===== src/rtl/ready_board_if.sv =====
// Rename-to-scoreboard bundle: per-lane source/dest tags, writeback wake ports,
// flush, and the per-source readiness returned to dispatch.
interface ready_board_if #(
    parameter int unsigned LANES  = 4,
    parameter int unsigned WAKE_N = 4,
    parameter int unsigned PREG_W = 6
);
    logic [LANES-1:0][PREG_W-1:0]  prj;
    logic [LANES-1:0][PREG_W-1:0]  prk;
    logic [LANES-1:0][PREG_W-1:0]  prd;
    logic [LANES-1:0]              rd_valid;
    logic [LANES-1:0]              rename_en;
    logic [WAKE_N-1:0]             wake_valid;
    logic [WAKE_N-1:0][PREG_W-1:0] wake_preg;
    logic                          predict_fail;
    logic [LANES-1:0]              prj_ready;
    logic [LANES-1:0]              prk_ready;

    modport master (
        output prj, prk, prd, rd_valid, rename_en, wake_valid, wake_preg, predict_fail,
        input  prj_ready, prk_ready
    );

    modport slave (
        input  prj, prk, prd, rd_valid, rename_en, wake_valid, wake_preg, predict_fail,
        output prj_ready, prk_ready
    );
endinterface


===== src/rtl/ready_board.sv =====
// Physical-register busy scoreboard: allocations set busy, writebacks clear it,
// mispredict clears all; lookups are combinational with intra-group and wake bypass.
module ready_board #(
    parameter int unsigned PREG_NUM = 64,
    parameter int unsigned PREG_W   = 6,
    parameter int unsigned LANES    = 4,
    parameter int unsigned WAKE_N   = 4
) (
    input logic           clock,
    input logic           reset,
    ready_board_if.slave  io
);

    logic [PREG_NUM-1:0] busy_q;
    logic [PREG_NUM-1:0] busy_d;
    logic [LANES-1:0]    alloc_c;
    logic [LANES-1:0]    prj_ready_c;
    logic [LANES-1:0]    prk_ready_c;

    // p0 never counts as an allocation; it is architectural r0
    always_comb begin
        alloc_c = '0;
        for (int i = 0; i < int'(LANES); i++) begin
            alloc_c[i] = io.rename_en[i] & io.rd_valid[i] & (io.prd[i] != '0);
        end
    end

    // Priority: flush > alloc > wake; a same-tag wake belongs to an older mapping
    always_comb begin
        busy_d = busy_q;
        for (int k = 0; k < int'(WAKE_N); k++) begin
            if (io.wake_valid[k]) begin
                busy_d[io.wake_preg[k]] = 1'b0;
            end
        end
        for (int i = 0; i < int'(LANES); i++) begin
            if (alloc_c[i]) begin
                busy_d[io.prd[i]] = 1'b1;
            end
        end
        busy_d[0] = 1'b0;
        if (io.predict_fail) begin
            busy_d = '0;
        end
    end

    always_ff @(posedge clock or posedge reset) begin
        if (reset) begin
            busy_q <= '0;
        end else begin
            busy_q <= busy_d;
        end
    end

    // Older lane's fresh destination hides both the wake bypass and stale state
    function automatic logic tag_ready(
        input logic [PREG_W-1:0]             tag,
        input int                            lane,
        input logic [LANES-1:0]              alloc,
        input logic [LANES-1:0][PREG_W-1:0]  prd,
        input logic [WAKE_N-1:0]             wake_valid,
        input logic [WAKE_N-1:0][PREG_W-1:0] wake_preg,
        input logic [PREG_NUM-1:0]           busy
    );
        logic hazard;
        logic bypass;
        hazard = 1'b0;
        bypass = 1'b0;
        for (int j = 0; j < int'(LANES); j++) begin
            if ((j < lane) && alloc[j] && (prd[j] == tag)) begin
                hazard = 1'b1;
            end
        end
        for (int k = 0; k < int'(WAKE_N); k++) begin
            if (wake_valid[k] && (wake_preg[k] == tag)) begin
                bypass = 1'b1;
            end
        end
        if (tag == '0) begin
            return 1'b1;
        end else if (hazard) begin
            return 1'b0;
        end else if (bypass) begin
            return 1'b1;
        end
        return ~busy[tag];
    endfunction

    always_comb begin
        prj_ready_c = '0;
        prk_ready_c = '0;
        for (int i = 0; i < int'(LANES); i++) begin
            prj_ready_c[i] = tag_ready(io.prj[i], i, alloc_c, io.prd,
                                       io.wake_valid, io.wake_preg, busy_q);
            prk_ready_c[i] = tag_ready(io.prk[i], i, alloc_c, io.prd,
                                       io.wake_valid, io.wake_preg, busy_q);
        end
    end

    assign io.prj_ready = prj_ready_c;
    assign io.prk_ready = prk_ready_c;

endmodule


===== src/flat_wrapper.sv =====
// flat-port wrapper written by rule: the top's interface ports become plain ports
module ready_board_flat 
#(
    parameter int unsigned PREG_NUM = 64,
    parameter int unsigned PREG_W   = 6,
    parameter int unsigned LANES    = 4,
    parameter int unsigned WAKE_N   = 4
)
  (clock, reset, io_prj, io_prk, io_prd, io_rd_valid, io_rename_en, io_wake_valid, io_wake_preg, io_predict_fail, io_prj_ready, io_prk_ready);
  ready_board_if #(.LANES(LANES), .WAKE_N(WAKE_N), .PREG_W(PREG_W)) io_i ();
  input logic clock;
  input logic reset;
  input wire logic [$bits(io_i.prj)-1:0] io_prj;
  input wire logic [$bits(io_i.prk)-1:0] io_prk;
  input wire logic [$bits(io_i.prd)-1:0] io_prd;
  input wire logic [$bits(io_i.rd_valid)-1:0] io_rd_valid;
  input wire logic [$bits(io_i.rename_en)-1:0] io_rename_en;
  input wire logic [$bits(io_i.wake_valid)-1:0] io_wake_valid;
  input wire logic [$bits(io_i.wake_preg)-1:0] io_wake_preg;
  input wire logic [$bits(io_i.predict_fail)-1:0] io_predict_fail;
  output wire logic [$bits(io_i.prj_ready)-1:0] io_prj_ready;
  output wire logic [$bits(io_i.prk_ready)-1:0] io_prk_ready;
  assign io_i.prj = io_prj;
  assign io_i.prk = io_prk;
  assign io_i.prd = io_prd;
  assign io_i.rd_valid = io_rd_valid;
  assign io_i.rename_en = io_rename_en;
  assign io_i.wake_valid = io_wake_valid;
  assign io_i.wake_preg = io_wake_preg;
  assign io_i.predict_fail = io_predict_fail;
  assign io_prj_ready = io_i.prj_ready;
  assign io_prk_ready = io_i.prk_ready;
  ready_board #(.PREG_NUM(PREG_NUM), .PREG_W(PREG_W), .LANES(LANES), .WAKE_N(WAKE_N)) u_core (.clock(clock), .reset(reset), .io(io_i));
endmodule

===== config.mk =====
export PLATFORM = sky130hd
export DESIGN_NAME = ready_board_flat
export DESIGN_NICKNAME = d
export VERILOG_FILES = /design/src/rtl/ready_board_if.sv /design/src/rtl/ready_board.sv /design/src/flat_wrapper.sv
export SDC_FILE = /design/constraint.sdc
export NUM_CORES = 1
export LEC_CHECK = 0
export CORE_MARGIN = 4
export CORE_UTILIZATION = 35
export CTS_BUF_LIST = sky130_fd_sc_hd__clkbuf_8
export DETAILED_ROUTE_END_ITERATION = 10
export HOLD_SLACK_MARGIN = 0.12
export RECOVER_POWER = 25
export REMOVE_ABC_BUFFERS = 1
export SYNTH_ARGS = -nofsm -noshare
export SYNTH_HDL_FRONTEND = slang
export SYNTH_SLANG_ARGS = --single-unit

===== constraint.sdc =====
create_clock -name clock -period 3.6 [get_ports clock]
set_clock_uncertainty 0.2 [all_clocks]
set_input_delay 0.9 -clock clock [delete_from_list [all_inputs] [get_ports clock]]
set_output_delay 0.9 -clock clock [all_outputs]
set_load 0.02 [all_outputs]

## Yosys cells after proc, flatten, opt, wreduce, memory -nomap -nowiden

Cells that the tools add are included.

- Register bits after elaboration: 64
- Output and inout port bits: 8
- Word-level logic and storage cells: 298

- Magnitude comparators: 24
- Equal/unequal tests: 44
- Muxes and demuxes: 137
- Bitwise gates (word level): 28
- Reductions and logical operators: 64

Operator list:

| operator | count |
|---|---|
| 64-bit 2-to-1 mux | 9 |
| 6-bit equality test | 44 |
| 64-bit bitwise AND | 4 |
| 64-bit NOT | 4 |
| 64-bit OR | 4 |
| 6-bit by 7-bit < comparator with 1-bit output (second input constant) | 16 |
| 1-bit 2-to-1 mux | 112 |
| 1-bit logical AND | 52 |
| 1-bit binary-select mux with 6-bit select | 8 |
| 1-bit demux with 6-bit select | 8 |
| 6-bit by 1-bit >= comparator with 1-bit output (second input constant) | 8 |
| 6-bit logical NOT | 8 |
| 6-bit nonzero test | 4 |
| 1-bit bitwise AND | 8 |
| 1-bit NOT | 8 |

## Logic depth before layout (Yosys ltp)

- Depth after elaboration: 22
- Depth in mapped cells: 9
- Depth with buffers taken out: 6

## Worst setup path before layout

Ideal clock, no wire load.

- Path type: input to output
- Start: input port io_prj[2]
- End: output port io_prj_ready[0]
- Arrival time: 3.210 ns
- Data required time: 2.500 ns
- Path slack: -0.710 ns
- Stages: 5
- Path buffers: 2
- Path through: clkbuf_1 -> buf_1 -> mux4_2 -> mux4_2 -> o311ai_0

- Cells in the longest elaborated chain, start to end: 9
- Elaborated cells on any way between the ends: 20
- Those cells by class: eq/ne (4); mux (10); bitwise (1); reduce/logical (5)

Ends and longest elaborated chain:

| what | line | source |
|---|---|---|
| from (decl) | flat_wrapper.sv:13 | `input wire logic [$bits(io_i.prj)-1:0] io_prj;` |
| 6-bit equality test | ready_board.sv:75 | `if (wake_valid[k] && (wake_preg[k] == tag)) begin` |
| 1-bit logical AND | ready_board.sv:75 |  |
| 1-bit 2-to-1 mux (4 in series) | ready_board.sv:75 |  |
| 1-bit 2-to-1 mux | ready_board.sv:83 | `end else if (bypass) begin` |
| 1-bit 2-to-1 mux | ready_board.sv:79 | `if (tag == '0) begin` |
| 1-bit 2-to-1 mux * | ready_board.sv:86 | `return ~busy[tag];` |
| to (decl) | flat_wrapper.sv:21 | `output wire logic [$bits(io_i.prj_ready)-1:0] io_prj_ready;` |

Mark *: on every way between the ends. The rest lies on a longest branch, timed or not. The select of a mux whose other input is x is not followed.

## Worst setup path in the final report

- Start: input port io_prk[7]
- End: output port io_prk_ready[1]

- Cells in the longest elaborated chain, start to end: 10
- Elaborated cells on any way between the ends: 25
- Those cells by class: eq/ne (5); mux (13); bitwise (1); reduce/logical (6)

Ends and longest elaborated chain:

| what | line | source |
|---|---|---|
| from (decl) | flat_wrapper.sv:14 | `input wire logic [$bits(io_i.prk)-1:0] io_prk;` |
| 6-bit equality test | ready_board.sv:75 |  |
| 1-bit logical AND | ready_board.sv:75 |  |
| 1-bit 2-to-1 mux (4 in series) | ready_board.sv:75 |  |
| 1-bit 2-to-1 mux | ready_board.sv:83 |  |
| 1-bit 2-to-1 mux | ready_board.sv:81 | `end else if (hazard) begin` |
| 1-bit 2-to-1 mux | ready_board.sv:79 |  |
| 1-bit 2-to-1 mux * | ready_board.sv:86 |  |
| to (decl) | flat_wrapper.sv:22 | `output wire logic [$bits(io_i.prk_ready)-1:0] io_prk_ready;` |

Marked as above.

==> results_dict.tcl <==
set metrics [dict create \
    violations "negative setup slack" \
    tightestPinTransition_ns 1.16 \
    worstPathMaxFanout 5 \
    arrival_ns 2.87 \
    n_fill_cell 3323 \
    rows 71 \
    syn_to_final_growth_pct 58.6 \
    synth_cells 1673 \
    ir_drop_v 0.000135 \
    p_leak_nw 8.25 \
    drtPass1Iterations 6 \
    seqPwrFrac_pct 21.9 \
    cts_inserted_buffers 9 \
    pwr-share-comb_pct 60.3 \
    status "finished, violations left" \
    crit_type "primary input to output pin" \
    portBuffers 118 \
    worst_slack_ns -0.372 \
    ys.flop_type "dfrtp_1" \
    cts_hold_buf 0 \
    vias_per_cell 6.70 \
    p_int_mw 2.03 \
    remaining_drc_errors 0 \
    synth_seq_cells 63 \
    largest_reg_flops 63 \
    finalSetupViolCount 8 \
    clock_path_buffers 2 \
    crit_start "io_prk[7]" \
    clk_latency_ns 0.35 \
    die_w_um 204 \
    root_buffer "clkbuf_8" \
    max_cap_violations 0 \
    ys_async_sr_fraction_pct 100 \
    period_minus_slack_ns 3.97 \
    io_pins 119 \
    largest_register "u_core.busy_q" \
    start_kind "primary input" \
    switchingPower_mw 1.38 \
    grt_max_degree 44 \
    clk_pin_slew_ns 0.06 \
    synth_edf_count 0 \
    finalCritPeriodShare_pct 110 \
    grt_overflow 0 \
    ys_types 63 \
    grt_pass1_wl_um 122000 \
    slew_viol_final 0 \
    track_usage_pct 39.8 \
    coreArea_sq_um 37700 \
    dp_hpwl_um 63900 \
    power_density_nw_per_um2 161 \
    initial_core_util_pct 35.6 \
    holdCritStartpoint "u_core.busy_q[55]$_DFF_PP0_" \
    dp_worst_setup_slack_ns -1.42 \
    sw_frac_of_total_pct 40.5 \
    vias 18300 \
    utilization_pct 56.4 \
    finalHoldViolCount 0 \
    drt_iter0_drc 2611 \
    syn_area_sq_um 13400 \
    drive_gt1_share_pct 40.2 \
    grt_antenna_before_repair 2 \
    pwr-share-clk_pct 17.8 \
    fin_nets 2327 \
    slew_headroom_pct 22.6 \
    wl_um 86000 \
    rsz0062_at_grt "true" \
    layout_common_cells "buf_4 (458), nor2_1 (152), nand2_1 (133)" \
    hold_class "flip-flop to flip-flop" \
    postSynthAreaPerCell_sq_um 8.00 \
    tritoncts "built" \
    clock-sinks 63 \
    layout_commonest_cell "buf_4" \
    worstPathRequired_ns 2.50 \
    die_y_um 204 \
    grt_pass1_vias 17900 \
    die_area_sq_um 41500 \
    r2r_start "u_core.busy_q[60]$_DFF_PP0_" \
    htree_levels 3 \
    fmax_mhz 252 \
    reg.largest.list "u_core.busy_q: 63 flops" \
    ys_warn_count 0 \
    ys_seq_area_share_pct 11.8 \
    wl_per_cell_um 31.5 \
    cp-end-kind "output pin" \
    diodes 0 \
    ant_nets 0 \
    gp_congestion 1.09 \
]
Yosys cell counts (11+ instances only):
| master | instances | area, sq um |
|---|---|---|
| o22ai_1 | 65 | 407 |
| dfrtp_1 | 63 | 1580 |
| xor2_1 | 128 | 1120 |
| buf_2 | 23 | 115 |
| a21oi_1 | 84 | 420 |
| nor2b_1 | 18 | 113 |
| nand4_1 | 51 | 319 |
| a22oi_1 | 30 | 225 |
| nand3_1 | 70 | 350 |
| clkbuf_1 | 98 | 368 |
| nor4_1 | 51 | 319 |
| nand3b_1 | 16 | 120 |
| o2111ai_1 | 11 | 96.3 |
| a221oi_1 | 42 | 368 |
| nand2_1 | 134 | 503 |
| nor2_1 | 154 | 578 |
| nor3_1 | 50 | 250 |
| inv_1 | 11 | 41.3 |
| buf_1 | 50 | 188 |
| a211oi_1 | 13 | 97.6 |
| nor3b_1 | 20 | 150 |
| mux4_2 | 106 | 2390 |
| a31oi_1 | 33 | 206 |
| o21ai_0 | 23 | 115 |
| xnor2_1 | 136 | 1190 |
| mux2i_1 | 46 | 460 |
| nand2b_1 | 22 | 138 |
per-stage QoR:
| step | hold slack (ns) | area, sq um | instances | setup TNS [ns] | power [mW] |
|---|---|---|---|---|---|
| 2_1_floorplan | 0.370 | 12700 | 1498 | -0.239 | 1.33 |
| 3_3_place_gp | 0.426 | 18800 | 2617 | -9.31 | 2.44 |
| 3_5_place_dp | 0.464 | 18800 | 2617 | -9.55 | 2.46 |
| 4_1_cts | 0.473 | 20900 | 2719 | -1.52 | 3.29 |
| 5_1_grt | 0.503 | 21200 | 2730 | -1.67 | 3.50 |
| 6_report | 0.491 | 21200 | 2730 | -1.50 | 3.42 |
power groups by stage:
stage / Clock [mW] / Sequential (mW) / Combinational [mW]
6_report: 0.609 / 0.747 / 2.06
5_1_grt: 0.636 / 0.745 / 2.12
4_1_cts: 0.609 / 0.743 / 1.94
3_5_place_dp: 0 / 0.756 / 1.70
3_3_place_gp: 0 / 0.756 / 1.68
2_1_floorplan: 0 / 0.746 / 0.588
cells by family (layout without fill, tap and decap cells):
| group | count (synthesis) | after routing | synth area share, % |
|---|---|---|---|
| AND/OR/NAND/NOR | 637 | 637 | 24.0 |
| AO/OA/AOI/OAI | 354 | 354 | 17.9 |
| XOR/XNOR | 264 | 264 | 17.3 |
| buffers and inverters | 186 | 732 | 5.57 |
| multiplexers | 169 | 169 | 23.5 |
| flip-flops | 63 | 63 | 11.8 |
layer usage:
| metal | GRT usage, % | share of wire [%] |
|---|---|---|
| met1 | 47.3 | 34 |
| met2 | 63.7 | 44 |
| met3 | 9.10 | 12 |
| met4 | 27.7 | 9.7 |
| met5 | 0 | 0 |
cell type report:
class,count,area [sq um],area share (%)
Clock buffer,10,138,0.648
Clock inverter,4,47.5,0.224
Inverter,11,45.0,0.212
Multi-Input combinational cell,1424,11900,56.1
Sequential cell,63,1580,7.42
Tap cell,511,639,3.01
Timing Repair Buffer,707,6880,32.4
worst max-delay path: stages:
cell and delay, ns:
buf_12 0.10, mux4_2 0.50, mux4_2 0.49, or3b_4 0.40, o311ai_4 0.08, a2bb2oi_2 0.24, buf_6 0.15
worst paths after layout:
check,slack (ns),end,cells after the start
max in group asynchronous,0.62,u_core.busy_q[42]$_DFF_PP0_,3
max,-0.37,io_prk_ready[1],7
min reg2reg,0.49,u_core.busy_q[55]$_DFF_PP0_,2
min in group asynchronous,1.11,u_core.busy_q[4]$_DFF_PP0_,2
min,0.49,u_core.busy_q[55]$_DFF_PP0_,2
max reg2reg,1.86,u_core.busy_q[60]$_DFF_PP0_,5
what timing repair did:
item                                    4_1_cts  5_1_grt
endpoints found under the setup margin        8        8
gates resized for setup                     426       92
pin swaps                                    84       42
endpoints found under the hold margin         0        0
cloned                                       13        0
setup buffers                                78       18
No activity file was read; power rests on OpenSTA's default activity.
==> RTL change, RTL diff (same flow settings) <==
`PREG_NUM` is set to 64 in 2 places; all go to 128.
--- a/src/rtl/ready_board.sv
+++ b/src/rtl/ready_board.sv
@@ -2,5 +2,5 @@
 // mispredict clears all; lookups are combinational with intra-group and wake bypass.
 module ready_board #(
-    parameter int unsigned PREG_NUM = 64,
+    parameter int unsigned PREG_NUM = 128,
     parameter int unsigned PREG_W   = 6,
     parameter int unsigned LANES    = 4,
--- a/src/flat_wrapper.sv
+++ b/src/flat_wrapper.sv
@@ -2,5 +2,5 @@
 module ready_board_flat 
 #(
-    parameter int unsigned PREG_NUM = 64,
+    parameter int unsigned PREG_NUM = 128,
     parameter int unsigned PREG_W   = 6,
     parameter int unsigned LANES    = 4,
Check against the original RTL: not settled (the Yosys comparison gave no result); the edit may change what the design does.
==> RTL change against the unedited design <==
- the run ends with capacitance limit, slew limit, setup timing left
- sequential power down 1%
- setup slack better by 0.045 ns
- total power grew 4.0%
- sequential cell count did not move
- final area rose by 3.1%
- synthesized area is 2.5% higher
- wire length up 4.8%
- core utilization grew 0.12 points
- hold slack gained 0.019 ns
- critical endpoint is now io_prk_ready[3]
==> RTL change: results (changes against the unedited design) <==
Status:
- Result of the run: finished with violations (unchanged).
- Failing checks: capacitance limit, slew limit, setup timing (was setup timing).

Finish:
- The filler cell count came to 3,483 (was 3,323).
- The number of sequential cells came to 63 (unchanged).
- The data-path buffer share of cell area in the final layout is 33.01% (was 32.40%).
- The number of nets in the final layout is 2,384 (was 2,327).
- The number of multi-input combinational cells in the layout is 1,433 (was 1,424).

Run:
- The max capacitance violation total came to 1 (was 0).

Synth:
- List of most frequent post-synthesis cells: 144 x sky130_fd_sc_hd__xnor2_1, 142 x sky130_fd_sc_hd__nor2_1, 132 x sky130_fd_sc_hd__nand2_1, 118 x sky130_fd_sc_hd__mux4_2, 118 x sky130_fd_sc_hd__xor2_1 (was 154 x sky130_fd_sc_hd__nor2_1, 136 x sky130_fd_sc_hd__xnor2_1, 134 x sky130_fd_sc_hd__nand2_1, 128 x sky130_fd_sc_hd__xor2_1, 106 x sky130_fd_sc_hd__mux4_2).
- The unique cell type count in the Yosys netlist is 70 (was 63).
- The post-synthesis average cell area is 8.092 µm² (was 8.004 µm²).

Timing:
- The worst hold-check slack is 0.5094 ns (was 0.4906 ns).
- The final number of max-transition violations came to 64 (was 0).
- The setup-violating endpoint count in the final report is 8 (unchanged).
- The worst-case setup margin in the final layout was -0.3265 ns (was -0.3716 ns).

Hold path:
- The source of the worst hold timing path was u_core.busy_q[3] (was u_core.busy_q[55]).
- The hold-critical path endpoint is u_core.busy_q[3] (was u_core.busy_q[55]).
- The hold-critical path depth is 3 (was 2).

Power:
- The leakage power figure is 0.008575 µW (was 0.008246 µW).
- The worst IR drop on VDD is 0.0002475 V (was 0.0001346 V).
- The switching power summed over all nets was 1418 µW (was 1385 µW).

Placed design:
- The final weighted congestion in routability-driven placement is 1.056 (was 1.088).
- The count of placed standard cells including taps is 2,685 (was 2,617).
- The pre-CTS setup slack came to -1.371 ns (was -1.423 ns).

Critical path:
- The capture instance of the worst register-to-register path is u_core.busy_q[58] (was u_core.busy_q[60]).
- The cell count of the worst reg-to-reg path is 7 (was 5).
- The launch point of the worst reg-to-reg path is u_core.busy_q[58] (was u_core.busy_q[60]).

Global route:
- The met1 usage is 53.20% (was 47.35%).
- The pin count of the biggest net entering global routing is 64 (was 44).
- The overall fraction of global-route tracks in use is 40.48% (was 39.76%).

Drt:
- The number of DRC markers in iteration 0 is 2,629 (was 2,611).
- The total number of vias is 18.61k (was 18.29k).

Clock network:
- The post-CTS setup buffer count is 83 (was 78).
==> RTL change: changes by cell type in the layout (fill, tap and decap cells not counted), moves of 16 or more <==
cell | unedited run | this run
sky130_fd_sc_hd__mux2i_1 | 41 | 24
sky130_fd_sc_hd__o22ai_1 | 61 | 104
sky130_fd_sc_hd__buf_6 | 60 | 81
sky130_fd_sc_hd__nor3_1 | 43 | 27
sky130_fd_sc_hd__clkbuf_2 | 4 | 21
sky130_fd_sc_hd__xor2_1 | 120 | 98
sky130_fd_sc_hd__buf_4 | 458 | 490
==> RTL change: cell families after synthesis <==
family	after synthesis	synth area share (%)
compound gates	370	17.93
buf+inv	200	6.318
flops	63	11.49
xor+xnor	262	16.72
mux	165	23.50
simple gates	636	24.04
==> RTL change: critical path, cell delays in order <==
cell                       delay (ns)
sky130_fd_sc_hd__buf_12          0.09
sky130_fd_sc_hd__buf_12          0.12
sky130_fd_sc_hd__mux4_2          0.50
sky130_fd_sc_hd__mux4_2          0.47
sky130_fd_sc_hd__nand2b_4        0.15
sky130_fd_sc_hd__o211ai_2        0.07
sky130_fd_sc_hd__nand3_2         0.10
sky130_fd_sc_hd__a211oi_2        0.22
sky130_fd_sc_hd__buf_4           0.18
==> RTL change: stage by stage <==
step | total power [µW] | utilization (%)
after global placement | 2473 | 50.15
after floorplan | 1343 | -
after global routing | 3645 | 56.48
final | 3553 | 56.50
after detailed placement | 2484 | 50.15
after CTS | 3402 | 55.11
==> RTL change: routing by layer <==
layer  vias up  share of wire, %
met2      1460                44
met5         -                 0
li1       7633                 -
met3       399                10
met1      9117                38
met4         0               8.2
==> RTL change: power groups by stage <==
stage	sequential [µW]	combinational [µW]	clock (µW)
floorplan	746	597	0
global placement	751	1720	0
detailed placement	750	1730	0
CTS	737	1950	714
global route	738	2170	739
finish	739	2100	717
